--- src/rtl/calcu_pkg.sv ---
// Shared types and constants for the Calcu ALU and its two-port arbiter.
// Opcodes above OP_LAST are illegal and are reported as errors by the arbiter.
package calcu_pkg;

  typedef enum logic [3:0] {
    ADD    = 4'd0,
    SUB    = 4'd1,
    MUL    = 4'd2,
    MOD    = 4'd3,
    DIV    = 4'd4,
    AND_OP = 4'd5,
    OR_OP  = 4'd6,
    XOR_OP = 4'd7,
    LSHIFT = 4'd8,
    RSHIFT = 4'd9
  } opcode_t;

  localparam logic [3:0] OP_LAST = 4'd9;

  typedef enum logic [1:0] {
    IDLE = 2'd0,
    EXEC = 2'd1,
    RESP = 2'd2
  } state_t;

  localparam logic ERR_NONE = 1'b0;
  localparam logic ERR_SET  = 1'b1;

endpackage

--- src/rtl/calcu_arbitro_calcu.sv ---
// Combinational Calcu ALU shared behind the arbiter.
// Flags are {zero, carry/borrow/mul-overflow, negative, signed overflow}; illegal opcodes give zero flags.
module Calcu
  import calcu_pkg::*;
#(
  parameter int N = 4
) (
  input  logic [N-1:0] a,
  input  logic [N-1:0] b,
  input  logic [3:0]   op,
  output logic [N-1:0] salida,
  output logic [3:0]   flags
);

  logic [N:0]     w_sum;
  logic [2*N-1:0] w_prod;
  logic [N-1:0]   w_res;
  logic           w_carry;
  logic           w_ovf;
  logic           w_legal;

  always_comb begin
    w_sum   = '0;
    w_prod  = '0;
    w_res   = '0;
    w_carry = 1'b0;
    w_ovf   = 1'b0;
    w_legal = 1'b1;
    case (op)
      ADD: begin
        w_sum   = {1'b0, a} + {1'b0, b};
        w_res   = w_sum[N-1:0];
        w_carry = w_sum[N];
        w_ovf   = (a[N-1] == b[N-1]) && (w_res[N-1] != a[N-1]);
      end
      SUB: begin
        w_sum   = {1'b0, a} - {1'b0, b};
        w_res   = w_sum[N-1:0];
        w_carry = w_sum[N];
        w_ovf   = (a[N-1] != b[N-1]) && (w_res[N-1] != a[N-1]);
      end
      MUL: begin
        w_prod  = {{N{1'b0}}, a} * {{N{1'b0}}, b};
        w_res   = w_prod[N-1:0];
        w_carry = |w_prod[2*N-1:N];
      end
      // A zero divisor yields 0 here; the arbiter flags it and discards the result.
      MOD:    if (b != '0) w_res = a % b;
      DIV:    if (b != '0) w_res = a / b;
      AND_OP: w_res = a & b;
      OR_OP:  w_res = a | b;
      XOR_OP: w_res = a ^ b;
      LSHIFT: w_res = a << b;
      RSHIFT: w_res = a >> b;
      default: w_legal = 1'b0;
    endcase
    salida = w_res;
    flags  = w_legal ? {(w_res == '0), w_carry, w_res[N-1], w_ovf} : 4'b0000;
  end

endmodule

--- src/rtl/calcu_arbitro.sv ---
// Round-robin arbiter/sequencer giving two requesters turns on one shared Calcu ALU.
// Each request runs IDLE -> EXEC -> RESP; responses carry the id of the requester served.
module calcu_arbitro
  import calcu_pkg::*;
#(
  parameter int N = 4
) (
  input  logic         clk,
  input  logic         rst_n,
  input  logic [1:0]   req_valid,
  output logic [1:0]   req_ready,
  input  logic [N-1:0] req_a0,
  input  logic [N-1:0] req_b0,
  input  logic [3:0]   req_op0,
  input  logic [N-1:0] req_a1,
  input  logic [N-1:0] req_b1,
  input  logic [3:0]   req_op1,
  output logic         rsp_valid,
  input  logic         rsp_ready,
  output logic [N-1:0] rsp_data,
  output logic [3:0]   rsp_flags,
  output logic         rsp_err,
  output logic         rsp_id,
  output logic         busy
);

  state_t       r_state;
  state_t       w_nextState;
  logic         r_prio;
  logic [N-1:0] r_a;
  logic [N-1:0] r_b;
  logic [3:0]   r_op;
  logic         r_id;
  logic [N-1:0] r_rspData;
  logic [3:0]   r_rspFlags;
  logic         r_rspErr;
  logic         r_rspId;
  logic [1:0]   w_grant;
  logic [N-1:0] w_salida;
  logic [3:0]   w_flags;
  logic         w_err;

  Calcu #(.N(N)) u_calcu (
    .a      (r_a),
    .b      (r_b),
    .op     (r_op),
    .salida (w_salida),
    .flags  (w_flags)
  );

  // On contention r_prio names the requester that was passed over last time.
  always_comb begin
    w_grant = 2'b00;
    if (r_state == IDLE) begin
      case (req_valid)
        2'b01:   w_grant = 2'b01;
        2'b10:   w_grant = 2'b10;
        2'b11:   w_grant = r_prio ? 2'b10 : 2'b01;
        default: w_grant = 2'b00;
      endcase
    end
  end

  assign req_ready = w_grant;
  assign w_err     = (r_op > OP_LAST) || (((r_op == MOD) || (r_op == DIV)) && (r_b == '0));

  always_comb begin
    w_nextState = r_state;
    rsp_valid   = 1'b0;
    busy        = 1'b1;
    case (r_state)
      IDLE: begin
        busy = 1'b0;
        if (|w_grant) w_nextState = EXEC;
      end
      EXEC: w_nextState = RESP;
      RESP: begin
        rsp_valid = 1'b1;
        if (rsp_ready) w_nextState = IDLE;
      end
      default: w_nextState = IDLE;
    endcase
  end

  always_ff @(posedge clk or negedge rst_n) begin
    if (!rst_n) r_state <= IDLE;
    else        r_state <= w_nextState;
  end

  always_ff @(posedge clk or negedge rst_n) begin
    if (!rst_n) begin
      r_a    <= '0;
      r_b    <= '0;
      r_op   <= '0;
      r_id   <= 1'b0;
      r_prio <= 1'b0;
    end else if (|w_grant) begin
      r_a    <= w_grant[1] ? req_a1  : req_a0;
      r_b    <= w_grant[1] ? req_b1  : req_b0;
      r_op   <= w_grant[1] ? req_op1 : req_op0;
      r_id   <= w_grant[1];
      r_prio <= ~w_grant[1];
    end
  end

  // Response registers load once per request, at the end of EXEC, and then hold through RESP.
  always_ff @(posedge clk or negedge rst_n) begin
    if (!rst_n) begin
      r_rspData  <= '0;
      r_rspFlags <= '0;
      r_rspErr   <= ERR_NONE;
      r_rspId    <= 1'b0;
    end else if (r_state == EXEC) begin
      r_rspId <= r_id;
      if (w_err) begin
        r_rspData  <= '0;
        r_rspFlags <= '0;
        r_rspErr   <= ERR_SET;
      end else begin
        r_rspData  <= w_salida;
        r_rspFlags <= w_flags;
        r_rspErr   <= ERR_NONE;
      end
    end
  end

  assign rsp_data  = r_rspData;
  assign rsp_flags = r_rspFlags;
  assign rsp_err   = r_rspErr;
  assign rsp_id    = r_rspId;

endmodule

--- config.mk ---
export PLATFORM = sky130hd
export DESIGN_NAME = calcu_arbitro
export DESIGN_NICKNAME = d
export VERILOG_FILES = /design/src/rtl/calcu_pkg.sv /design/src/rtl/calcu_arbitro_calcu.sv /design/src/rtl/calcu_arbitro.sv
export SDC_FILE = /design/constraint.sdc
export NUM_CORES = 1
export LEC_CHECK = 0
export CAP_MARGIN = 20
export CORE_UTILIZATION = 56
export DETAILED_ROUTE_END_ITERATION = 8
export PLACE_DENSITY = 0.81
export SLEW_MARGIN = 20
export SYNTH_ARGS = -nofsm -noshare
export SYNTH_HDL_FRONTEND = slang
export SYNTH_HIERARCHICAL = 1
export SYNTH_SLANG_ARGS = --single-unit
export TNS_END_PERCENT = 30
--- constraint.sdc ---
create_clock -name clk -period 6.3 [get_ports clk]
set_input_delay 0.945 -clock clk [delete_from_list [all_inputs] [get_ports clk]]
set_output_delay 0.945 -clock clk [all_outputs]
set_load 0.005 [all_outputs]
==> results.txt <==
----------------------------------------------------
[Worst setup path]
  Endpoint of the most critical register-to-register path ... rsp_flags[3]
  Worst r2r src ... r_a[3]
  Critical path depth ... 19
  CP Class ... flop to flop
  Worst Setup Start Kind ... flop
  Max incr delay on CP ... 0.49 ns
  Cell with the most instances on the worst path ... ha_1
  Critical-path top delay cell ... dfrtp_1
  Critical path data arrival time ... 5.48 ns
  Setup crit end kind ... flop
  Number of buffer and inverter stages on the critical path ... 1
  Cell class contributing the biggest share of worst-path delay ... compound AO/OA/AOI/OAI gates
  Cell count of the worst reg-to-reg path ... 19
  Internal reg-to-reg setup slack ... 1.02 ns
  Cells traversed along the worst timing path ... ha_1 > or4b_1 > a22oi_2 > ha_1 > nor4b_1 > o21a_1 > nor2_1 > ha_1 > nor2_1 > a211oi_1 > mux2i_1 > inv_1 > fa_1 > a21oi_1 > nor3b_1 > a211o_1 > nor4_2 > nand2_1 > o21ai_0
  Required time of the critical path ... 6.49 ns
  CP max FO ... 8

[Layout]
  Fraction of layout cells with a size suffix above 1 ... 0.0543
  Post-synthesis to final-layout area growth ... 15.7%
  Ant diodes ... 0
  Filler cell count in the final layout ... 446
  Most common cell after layout, fill and taps aside ... clkdlybuf4s50_1
  Count of nets after finishing ... 479
  Commonest cells after routing, fill and taps aside ... clkdlybuf4s50_1 (41), ha_1 (37), o21ai_0 (33)

[Clock network]
  Clock sink count ... 26
  Clock tree from TritonCTS ... yes
  CTS HTree Levels ... 1
  Count of hold buffers inserted by post-cts repair ... 0
  CTS root buffer ... clkbuf_8
  Clock transition at the registers of the reported paths ... 0.09 ns
  Clock latency reported for the late side of the worst-skew pair ... 0.27 ns
  Post-CTS repair timing setup buffer count ... 0
  TritonCTS Buffers ... 3
  Post-CTS Resized ... 0
  Buffers from clock root to sink, at most ... 2

[Worst hold path]
  Terminating pin of the worst hold path ... rsp_flags[0]
  Hold WC Path Type ... flop to flop
  Hold_sp ... rsp_flags[0]
  Hold depth ... 2

[Yosys]
  Instance count of the mapped netlist ... 378
  Warnings from Yosys ... 6
  Fraction of synthesized cell area taken by the top area cell type ... 0.210
  Net count after synthesis ... 451
  Top cells by area in the synthesized netlist ... dfrtp_1 (21%), ha_1 (15%), o21ai_0 (5.3%)
  Flops & latches, synth ... 26
  Prevailing post-synth register cell ... dfrtp_1
  Synthesized cell area ... 3100 um2
  Unique cell type count in the Yosys netlist ... 58
  EDFF count, synth ... 0
  Share of synthesized flip-flops with an asynchronous set or reset ... 1.00
  Biggest area consumer among synthesized cells ... dfrtp_1
  Part of the Yosys area used for sequential elements ... 0.210
  Post-Syn Area per Cell ... 8.20 um2

[STA]
  Maximum clock frequency ... 0.189 GHz
  Relative max-transition margin ... 0.370
  Worst clock skew ... 0.00558 ns
  Post-route setup TNS ... 0 ns
  Max Slew Vio Count ... 0
  Endpoints failing hold ... 0
  RSZ-0062 raised after global routing ... false
  Post-route clock period utilization ... 0.839
  Transition time at the pin with the least slew margin ... 0.941 ns
  Post-layout min period ... 5.28 ns
  Total setup violations reported at the end of the flow ... 0

[Floorplanning]
  Core outline area ... 5200 um2
  DIE HEIGHT ... 76.4 um
  Total I/O pin count ... 43
  Starting density of the core ... 0.595
  Number of rows created at floorplan ... 26
  Total Die Area ... 5830 um2
  Die X-Extent ... 76.4 um

[Route]
  WL per Instance ... 17.1 um
  Number of routed nets with antenna violations ... 0
  Vias post-DR ... 3020
  Number of DRC violations after detailed routing ... 0
  Drt pass-1 iters ... 5
  Number of DRC markers in iteration 0 ... 310
  Post-detailed-route via-to-cell ratio ... 6.36
  Total wirelength of the detailed-routed design ... 8.14 mm

[Global routing]
  Wire length of the first global-routing pass ... 14.0 mm
  Largest net degree at the start of global routing ... 27
  Total congestion overflow ... 0
  Vias in the first global route ... 2976
  Number of antenna violations at the first check in global routing ... 0
  Total track usage ... 0.294

[Placed design]
  DP HPWL ... 6.09 mm
  IO buf count ... 42
  Placer Congestion ... 0.966

[Status]
  Outcome ... complete, no violations

[Job]
  Reported max-cap violation count ... 0

----------------------------------------------------
-- how the worst max path moves through the flow --
stage	startpoint	slack [ns]	endpoint
floorplan	r_b[0]	1.29	rsp_flags[3]
global placement	r_b[0]	1.32	rsp_flags[3]
detailed placement	r_b[0]	1.11	rsp_flags[3]
CTS	r_a[3]	1.09	rsp_flags[3]
global route	r_b[0]	0.60	rsp_flags[3]
finish	r_a[3]	1.02	rsp_flags[3]
-- area by class of cell --
cell class | count | area [um2] | area share
inverters | 32 | 120 | 0.0335
well taps | 70 | 87.6 | 0.0244
multi-input cells | 297 | 2230 | 0.621
clock buffers | 4 | 55.1 | 0.0154
repair buffers | 46 | 445 | 0.124
flip-flops and latches | 26 | 651 | 0.182
-- registers in the layout, indices dropped and copies added (netlist names) --
| name | cells |
|---|---|
| r_a | 4 |
| r_b | 4 |
| r_op | 4 |
| rsp_data | 4 |
| rsp_flags | 4 |
| r_state | 2 |
| r_id | 1 |
| r_prio | 1 |
| rsp_err | 1 |
| rsp_id | 1 |
-- cell usage after synthesis, types with 7 or more instances --
| master | n |
|---|---|
| o21ai_0 | 33 |
| nand3_1 | 13 |
| nor2_1 | 23 |
| ha_1 | 37 |
| nor4_1 | 13 |
| a31oi_1 | 16 |
| nand2_1 | 29 |
| nand2b_1 | 10 |
| inv_1 | 31 |
| a21oi_1 | 9 |
| mux2i_1 | 7 |
| clkbuf_1 | 16 |
| dfrtp_1 | 26 |
| fa_1 | 7 |
-- worst min-delay path: cells and delay by family, from the launching register on --
| kind | cells | cell delay, ns |
|---|---|---|
| AOI/OAI and AO/OA | 1 | 0.06 |
| DFF | 1 | 0.35 |
| and+or+nand+nor | 1 | 0.05 |
-- metal layers --
metal,routed length [um],track usage,up-vias
met5,0,0,-
met4,130,0.0808,0
met3,488,0.0395,13
met2,3940,0.486,134
met1,3580,0.401,1427
li1,-,-,1446
-- per-stage QoR --
stage | setup WS, ns | util | area, um2 | hold WS, ns | std cells
2_1_floorplan | 1.29 | - | 3100 | 0.471 | 378
3_3_place_gp | 1.32 | 0.679 | 3530 | 0.464 | 471
3_5_place_dp | 1.11 | 0.678 | 3530 | 0.478 | 471
4_1_cts | 1.09 | 0.689 | 3580 | 0.499 | 475
5_1_grt | 0.600 | 0.689 | 3580 | 0.531 | 475
6_report | 1.02 | 0.689 | 3580 | 0.495 | 475
-- cell families (layout without fill, tap and decap cells) --
family / count (synthesis) / in the layout / share of synthesized area
AND/OR/NAND/NOR: 123 / 123 / 0.216
AO/OA/AOI/OAI: 110 / 110 / 0.245
buffers and inverters: 55 / 82 / 0.0715
adder cells (fa/ha/maj): 44 / 44 / 0.195
flip-flops: 26 / 26 / 0.210
multiplexers: 12 / 12 / 0.0408
XOR/XNOR: 8 / 8 / 0.0226
Power is not shown: default switching activity piles up to over one toggle a cycle in this logic, so the estimate is an artifact.
